===== src/rtl/typedefs_pkg.sv =====
// rtl/typedefs_pkg.sv - shared types and constants for the instruction-fetch front end
package typedefs_pkg;

    typedef enum logic [1:0] {
        IDLE = 2'd0,
        REQ  = 2'd1,
        WAIT = 2'd2,
        HOLD = 2'd3
    } fetch_state_t;

    // ADDI x0,x0,0: what decode sees before the first fetch lands
    localparam logic [31:0] NOP_INSTR = 32'h0000_0013;

    localparam logic [6:0] OP     = 7'b0110011;
    localparam logic [6:0] OP_IMM = 7'b0010011;
    localparam logic [6:0] LOAD   = 7'b0000011;
    localparam logic [6:0] STORE  = 7'b0100011;
    localparam logic [6:0] BRANCH = 7'b1100011;
    localparam logic [6:0] JAL    = 7'b1101111;
    localparam logic [6:0] JALR   = 7'b1100111;
    localparam logic [6:0] LUI    = 7'b0110111;
    localparam logic [6:0] AUIPC  = 7'b0010111;

endpackage


===== src/rtl/fetch_unit.sv =====
// rtl/fetch_unit.sv - PC register, single-outstanding imem fetch FSM and decode field slicing
module fetch_unit
    import typedefs_pkg::*;
#(
    parameter int                    WIDTH      = 32,
    parameter int                    ADDR_WIDTH = 32,
    parameter logic [ADDR_WIDTH-1:0] RESET_PC   = '0
) (
    input  logic                  clk,
    input  logic                  rst_n,
    output logic                  imem_req,
    output logic [ADDR_WIDTH-1:0] imem_addr,
    input  logic                  imem_gnt,
    input  logic                  imem_rvalid,
    input  logic [WIDTH-1:0]      imem_rdata,
    input  logic                  redirect_valid,
    input  logic [ADDR_WIDTH-1:0] redirect_pc,
    output logic                  instr_valid,
    input  logic                  instr_ready,
    output logic [WIDTH-1:0]      instr,
    output logic [ADDR_WIDTH-1:0] instr_pc,
    output logic [6:0]            opcode,
    output logic [2:0]            funct3,
    output logic [6:0]            funct7,
    output logic [4:0]            rd,
    output logic [4:0]            rs1,
    output logic [4:0]            rs2
);

    fetch_state_t          state_q, state_d;
    logic [ADDR_WIDTH-1:0] pc_q, pc_d;
    logic                  drop_q, drop_d;
    logic [WIDTH-1:0]      instr_q, instr_d;
    logic [ADDR_WIDTH-1:0] instr_pc_q, instr_pc_d;
    logic [ADDR_WIDTH-1:0] redirect_target;

    assign redirect_target = {redirect_pc[ADDR_WIDTH-1:2], 2'b00};

    always_comb begin
        state_d    = state_q;
        pc_d       = pc_q;
        drop_d     = drop_q;
        instr_d    = instr_q;
        instr_pc_d = instr_pc_q;

        if (redirect_valid) begin
            pc_d = redirect_target;
        end

        case (state_q)
            IDLE: begin
                state_d = REQ;
            end
            REQ: begin
                // A grant that coincides with a redirect still produces a
                // response from memory, so it must be swallowed in WAIT.
                if (imem_gnt) begin
                    state_d = WAIT;
                    drop_d  = redirect_valid;
                end
            end
            WAIT: begin
                if (imem_rvalid) begin
                    if (redirect_valid || drop_q) begin
                        drop_d  = 1'b0;
                        state_d = REQ;
                    end else begin
                        instr_d    = imem_rdata;
                        instr_pc_d = pc_q;
                        pc_d       = pc_q + ADDR_WIDTH'(4);
                        state_d    = HOLD;
                    end
                end else if (redirect_valid) begin
                    drop_d = 1'b1;
                end
            end
            HOLD: begin
                if (redirect_valid || instr_ready) begin
                    state_d = REQ;
                end
            end
            default: begin
                state_d = IDLE;
            end
        endcase
    end

    always_ff @(posedge clk or negedge rst_n) begin
        if (!rst_n) begin
            state_q    <= IDLE;
            pc_q       <= RESET_PC;
            drop_q     <= 1'b0;
            instr_q    <= WIDTH'(NOP_INSTR);
            instr_pc_q <= RESET_PC;
        end else begin
            state_q    <= state_d;
            pc_q       <= pc_d;
            drop_q     <= drop_d;
            instr_q    <= instr_d;
            instr_pc_q <= instr_pc_d;
        end
    end

    assign imem_req    = (state_q == REQ);
    assign imem_addr   = pc_q;
    assign instr_valid = (state_q == HOLD);
    assign instr       = instr_q;
    assign instr_pc    = instr_pc_q;

    assign opcode = instr_q[6:0];
    assign rd     = instr_q[11:7];
    assign funct3 = instr_q[14:12];
    assign rs1    = instr_q[19:15];
    assign rs2    = instr_q[24:20];
    assign funct7 = instr_q[31:25];

endmodule


===== config.mk =====
export PLATFORM = sky130hd
export DESIGN_NAME = fetch_unit
export DESIGN_NICKNAME = d
export VERILOG_FILES = /design/src/rtl/typedefs_pkg.sv /design/src/rtl/fetch_unit.sv
export SDC_FILE = /design/constraint.sdc
export NUM_CORES = 1
export LEC_CHECK = 0
export BUFFER_PORTS_ARGS = -buffer_cell sky130_fd_sc_hd__buf_4
export CORE_UTILIZATION = 51
export DETAILED_ROUTE_END_ITERATION = 8
export PLACE_DENSITY = 0.85
export SLEW_MARGIN = 20
export SYNTH_ARGS = -nofsm -noshare
export SYNTH_HDL_FRONTEND = slang
export SYNTH_SLANG_ARGS = --single-unit

===== constraint.sdc =====
create_clock -name clk -period 4.7 [get_ports clk]
set_input_delay 0.94 -clock clk [delete_from_list [all_inputs] [get_ports clk]]
set_output_delay 0.94 -clock clk [all_outputs]
set_load 0.02 [all_outputs]

==> impl_metrics.toml, run 1 <==
[place]
io_buffers = 197
routabilityCongestion = 0.7390
detailed_place_hpwl_um = 7807

[layout]
num-nets-final = 630
areaGrowthSynthToFinish_pct = 32.85
final_util_pct = 70.27
antenna_cells = 0
final_layout_size_suffix_gt1_share_pct = 52.59
final.fill_count = 664

[timing]
timing.final.crit_period_ns = 2.490
sum_neg_setup_slack_ns = 0
timing.hold.ws_ns = 0.5142
fin_crit_sh_pct = 52.97
slew-limit-headroom_pct = 42.46
clock-skew-final_ns = 0.009657
max_slew.worst_pin.slew_ns = 0.8631
grt_setup_unrepaired = "no"
count_of_pins_over_their_slew_limit = 0
hold_violations = 0
maxClockFrequency_mhz = 401.7
timing.final.setup_violations = 0

[worst_setup_path]
worst_ep_arrival_time_ns = 2.73
cpMaxStageDelayCell = "buf_4"
kind_of_capture_point_of_the_worst_setup_path = "flip-flop"
timing.critical_path.mode_cell = "buf_4"
critical_path_class = "in -> reg"
path_cells = "buf_4 -> nor3_2 -> buf_4 -> buf_4 -> mux2_2"
critical_path_startpoint_category = "input pin"
critical_path_peak_fanout = 58
crit_required_ns = 4.94
largest_stage_delay_on_the_critical_path_ns = 0.49

[synthesis]
syn-cell-area_mm2 = 0.004636
synth.yosys.warnings = 0
synth-edff-count = 0
synth_area_per_inst_um2 = 11.92
post_synth_num_cell_types = 42
synth_nets = 464
post_synth_inst_count = 389
synth_flop_cell = "dfrtp_1"
synth_seq_cells = 99
proportion_of_synthesized_chip_area_in_sequential_cells_pct = 53.52
postSynth.asyncResetShare_pct = 100.0

[power_and_ir_drop]
report.power.total_mw = 3.392
ir_drop_mv = 0.2732
leakage_power_of_the_design_nw = 3.019
power.density_mw_per_mm2 = 550.8

[cts]
tritoncts_num_sinks = 99
postCtsSetupRepairBufs = 0
skew_pair_late_insertion_delay_ns = 0.36
clock_path_buffers = 2
tritoncts = "built"
htree_levels = 3
cts.clk_slew.worst_paths_ns = 0.09
cts-root-buf = "clkbuf_8"
tritoncts.num_buffers = 9
cts_repair_resize_count = 0
postCtsHoldBufs = 0

[routing]
drt.antenna.violating_nets = 0
avgRoutedWirePerCell_um = 15.88
post-route-drc-count = 0
detail_route.vias_per_cell = 5.357
first_iter_violations = 111
drt_pre_antenna_iters = 4
dr_total_vias = 3573
postRouteWirelength_um = 10590

[floorplanning]
die_h_um = 97.34
std_cell_rows = 34
core_area_mm2 = 0.008763
floorplan.die.width_um = 97.34
initial_core_util_pct = 52.90
dieArea_mm2 = 0.009475
i_o_pin_cnt = 200

[grt]
grt_start_max_net_pins = 69
grt_first_pass_wirelength_um = 17510
antenna_found_initial = 0
globalRouteOverflowTotal = 0
grtUsageTotal_pct = 23.15
first_global_vias = 3532

[worst_hold_path]
min_path_type = "reg -> reg"

[run]
timing.max_cap.violations = 0

[status]
status = "completed"
-- registers in the layout, summed over array words and instances, names as in the netlist --
register and cells:
drop_q 1, instr 32, state_q 2, instr_pc 32, imem_addr 32
-- power by group --
part           total (mW)  internal, mW  switching [mW]
combinational        1.53         0.732           0.795
clock               0.532         0.258           0.274
sequential           1.33          1.12           0.210
-- worst paths after layout --
path / startpoint / end / slack, ns / depth (start not counted)
worst min-delay path: instr_pc[24] / instr_pc[24] / 0.51 / 1
max in group asynchronous: rst_n / instr[4] / 3.03 / 2
worst max register to register: state_q[0] / instr[20] / 2.24 / 7
worst max-delay path: redirect_valid / instr[20] / 2.21 / 5
min in group asynchronous: rst_n / instr_pc[15] / 0.68 / 1
worst min register to register: instr_pc[24] / instr_pc[24] / 0.51 / 1
-- per-stage QoR --
| stage | std cells | setup slack, ns | area (µm²) |
|---|---|---|---|
| floorplan | 389 | 2.598 | 4636 |
| global placement | 652 | 1.872 | 5966 |
| detailed placement | 652 | 1.799 | 5966 |
| CTS | 667 | 2.193 | 6158 |
| global route | 667 | 2.075 | 6158 |
| finish | 667 | 2.210 | 6158 |
-- layout by cell type, fill, tap and decap left out, types with 4 or more instances in the layout --
| cell type | count |
|---|---|
| mux2_2 | 65 |
| xnor2_1 | 10 |
| buf_4 | 200 |
| o311ai_0 | 4 |
| o211ai_1 | 5 |
| and3_1 | 6 |
| inv_1 | 6 |
| dfrtp_1 | 96 |
| xor2_1 | 11 |
| nand2_1 | 41 |
| clkbuf_8 | 10 |
| nand4_1 | 8 |
| nor2_1 | 14 |
| nand3_1 | 13 |
| ha_1 | 5 |
| o21ai_0 | 21 |
-- routing by layer --
metal / part of all wire (%) / track usage [%]
met1: 41 / 28.80
met2: 51 / 40.36
met3: 7.9 / 6.331
met4: 0.86 / 5.204
met5: 0 / 0
-- Yosys cell counts (all sizes together) (5+ instances only) --
| library cell | count | area [µm²] |
|---|---|---|
| nand2 | 41 | 153.9 |
| o211ai | 5 | 37.54 |
| nor3 | 7 | 56.31 |
| o21ai | 24 | 120.1 |
| buf | 41 | 291.5 |
| nor2 | 14 | 52.55 |
| and3 | 6 | 37.54 |
| ha | 5 | 62.56 |
| nand3 | 15 | 100.1 |
| inv | 6 | 22.52 |
| xnor2 | 10 | 87.58 |
| dfrtp | 96 | 2402 |
| nand4 | 8 | 50.05 |
| xor2 | 11 | 96.34 |
| mux2 | 65 | 732.0 |
-- final cells by class --
class,count,area [µm²],share of cell area (%)
Clock buffer,11,141.4,2.296
Clock inverter,4,51.30,0.8330
Inverter,7,26.28,0.4267
Multi-Input combinational cell,238,1822,29.58
Sequential cell,99,2481,40.29
Tap cell,108,135.1,2.194
Timing Repair Buffer,200,1501,24.38
-- worst max-delay path, delay by kind of cell --
kind,cells,cell delay [ns]
buf+inv,3,1.13
mux,1,0.41
simple gates,1,0.21
-- cell families (layout without fill, tap and decap cells) --
kind of cell	Yosys count	in the layout	share of synthesized area (%)
AOI/OAI and AO/OA	40	40	5.101
xor gates and xnor gates	21	21	3.967
adders and majority gates	5	5	1.350
buffers and inverters	52	222	7.287
DFF	99	99	53.52
muxes	66	66	16.01
and+or+nand+nor	106	106	12.77
No activity file was read; power rests on OpenSTA's default activity.
==> inputs of run 2 (changes only) <==
- CORE_UTILIZATION: 51 -> 48
- PLACE_DENSITY: 0.85 -> 0.81
- clock period: 4.7 -> 2.35 ns (I/O delays scaled with it)
==> run 2 against run 1 <==
  * Clock power up 130%
  * Total power up 110%
  * First-iteration DRC count down 14%
  * Final cell count up 4.2%
  * Routed wire length up 8.0%
  * Clock skew up 0.0073 ns
  * Sequential power up 100%
  * Via count up 1.1%
  * Critical path depth up 2
  * Critical path type is now reg -> reg
  * Highest routed layer unchanged
==> impl_metrics.toml, run 2 (synthesis gave the netlist of run 1 again) <==
[worst_setup_path]
kind_of_capture_point_of_the_worst_setup_path = "flip-flop"
critical_path_class = "reg -> reg"
critical_path_startpoint_category = "flip-flop"
crit_required_ns = 2.64
critical_path_peak_fanout = 7
worst_ep_arrival_time_ns = 2.40

[layout]
final-instance-count-excl-fill = 695
final_cell_mix = "buf_4, dfrtp_1, mux2_2, nand2_1, o21ai_0"
final_layout_size_suffix_gt1_share_pct = 53.36
layout.cells.most_common = "buf_4"
final_util_pct = 67.91
antenna_cells = 0
num-nets-final = 636
areaGrowthSynthToFinish_pct = 36.01

[status]
status = "completed"

[cts]
htree_levels = 3
postCtsHoldBufs = 0
clock_path_buffers = 2
tritoncts = "built"
postCtsSetupRepairBufs = 0
cts-root-buf = "clkbuf_8"
skew_pair_late_insertion_delay_ns = 0.36
tritoncts_num_sinks = 99
cts_repair_resize_count = 0
tritoncts.num_buffers = 9
cts.clk_slew.worst_paths_ns = 0.10

[timing]
slew-limit-headroom_pct = 64.98
timing.final.setup_violations = 0
max_slew.worst_pin.slew_ns = 0.5213
maxClockFrequency_mhz = 473.5
fin_crit_sh_pct = 89.86
count_of_pins_over_their_slew_limit = 0
timing.final.crit_period_ns = 2.112
sum_neg_setup_slack_ns = 0
grt_setup_unrepaired = "no"
clock-skew-final_ns = 0.01695
timing.hold.ws_ns = 0.01552
final_critical_path_setup_slack_ns = 0.2383
hold_violations = 0

[routing]
drt.antenna.violating_nets = 0
postRouteWirelength_um = 11450
dr_total_vias = 3613
detail_route.vias_per_cell = 5.199
first_iter_violations = 95
post-route-drc-count = 0
drt_pre_antenna_iters = 4
avgRoutedWirePerCell_um = 16.47

[grt]
grtUsageTotal_pct = 23.13
globalRouteOverflowTotal = 0
antenna_found_initial = 0
grt_first_pass_wirelength_um = 17970
first_global_vias = 3537
grt_start_max_net_pins = 52

[power_and_ir_drop]
share_clk_of_total_power_pct = 17.8
power.density_mw_per_mm2 = 1116
leakage_power_of_the_design_nw = 3.081
ir_drop_mv = 0.5682
internal_power_mw = 4.342
netSwitchingPower_mw = 2.692
seqPwrFrac_pct = 37.9
comb_pwr_share_pct = 44.3
netSwitchingFraction_pct = 38.27

[place]
io_buffers = 197
routabilityCongestion = 0.7637
detailed_place_hpwl_um = 8772
place_ws_ns = 0.2555
place_inst = 679

[floorplanning]
floorplan.die.width_um = 100.3
initial_core_util_pct = 49.93
die_h_um = 100.3
dieArea_mm2 = 0.01006
std_cell_rows = 35
core_area_mm2 = 0.009284
i_o_pin_cnt = 200

[run]
timing.max_cap.violations = 0

[worst_hold_path]
min_path_type = "in -> async"
==> run 2: changes by cell type in the layout (fill, tap and decap cells not counted), sizes merged <==
cell / before / now
clkbuf: 11 / 9
clkinvlp: 1 / 0
buf: 200 / 206
bufinv: 1 / 2
inv: 6 / 9
==> run 2: area by class of cell <==
cell class / count / area, µm²
multi-input cells: 238 / 1822
repair buffers: 206 / 1584
flip-flops and latches: 99 / 2481
clock buffers: 9 / 123.9
well taps: 129 / 161.4
inverters: 7 / 26.28
clock inverters: 7 / 106.4
fillers: 735 / 2979
==> run 2: final timing paths <==
kind	startpoint	end	slack, ns	depth (start not counted)
max	state_q[0]	imem_addr[31]	0.24	7
min	rst_n	instr_pc[9]	0.02	1
max reg2reg	state_q[0]	imem_addr[31]	0.24	7
min reg2reg	instr_pc[12]	instr_pc[12]	0.52	1
max in group asynchronous	rst_n	instr[4]	1.63	2
min in group clk	redirect_pc[12]	imem_addr[12]	0.32	3
==> run 2: per-stage QoR <==
step           power [mW]  instance area, µm²
5_1_grt             7.386                6305
4_1_cts             7.096                6305
2_1_floorplan       4.605                4636
3_5_place_dp        5.846                6075
3_3_place_gp        5.731                6075
6_report            7.034                6305
==> run 2: metal layers <==
metal	vias to the layer above	wire (µm)	track usage, %
li1	1670	-	-
met1	1770	4616	28.30
met2	152	5930	40.89
met3	21	720	4.805
met4	0	178	7.358
met5	-	0	0
==> run 2: power by group through the flow <==
stage	combinational [mW]	clock (mW)	sequential (mW)
final	3.12	1.25	2.67
after floorplan	1.35	0	3.25
after global placement	3.08	0	2.65
after CTS	3.15	1.28	2.67
after global routing	3.29	1.36	2.74
after detailed placement	3.14	0	2.70
==> run 2: critical path, stage by stage, from the launching register on <==
cell and delay [ns]:
dfrtp_1 0.44, inv_1 0.08, ha_1 0.27, nand3b_4 0.19, nor3_2 0.30, nand2_1 0.17
or4b_1 0.51, nand3_1 0.10
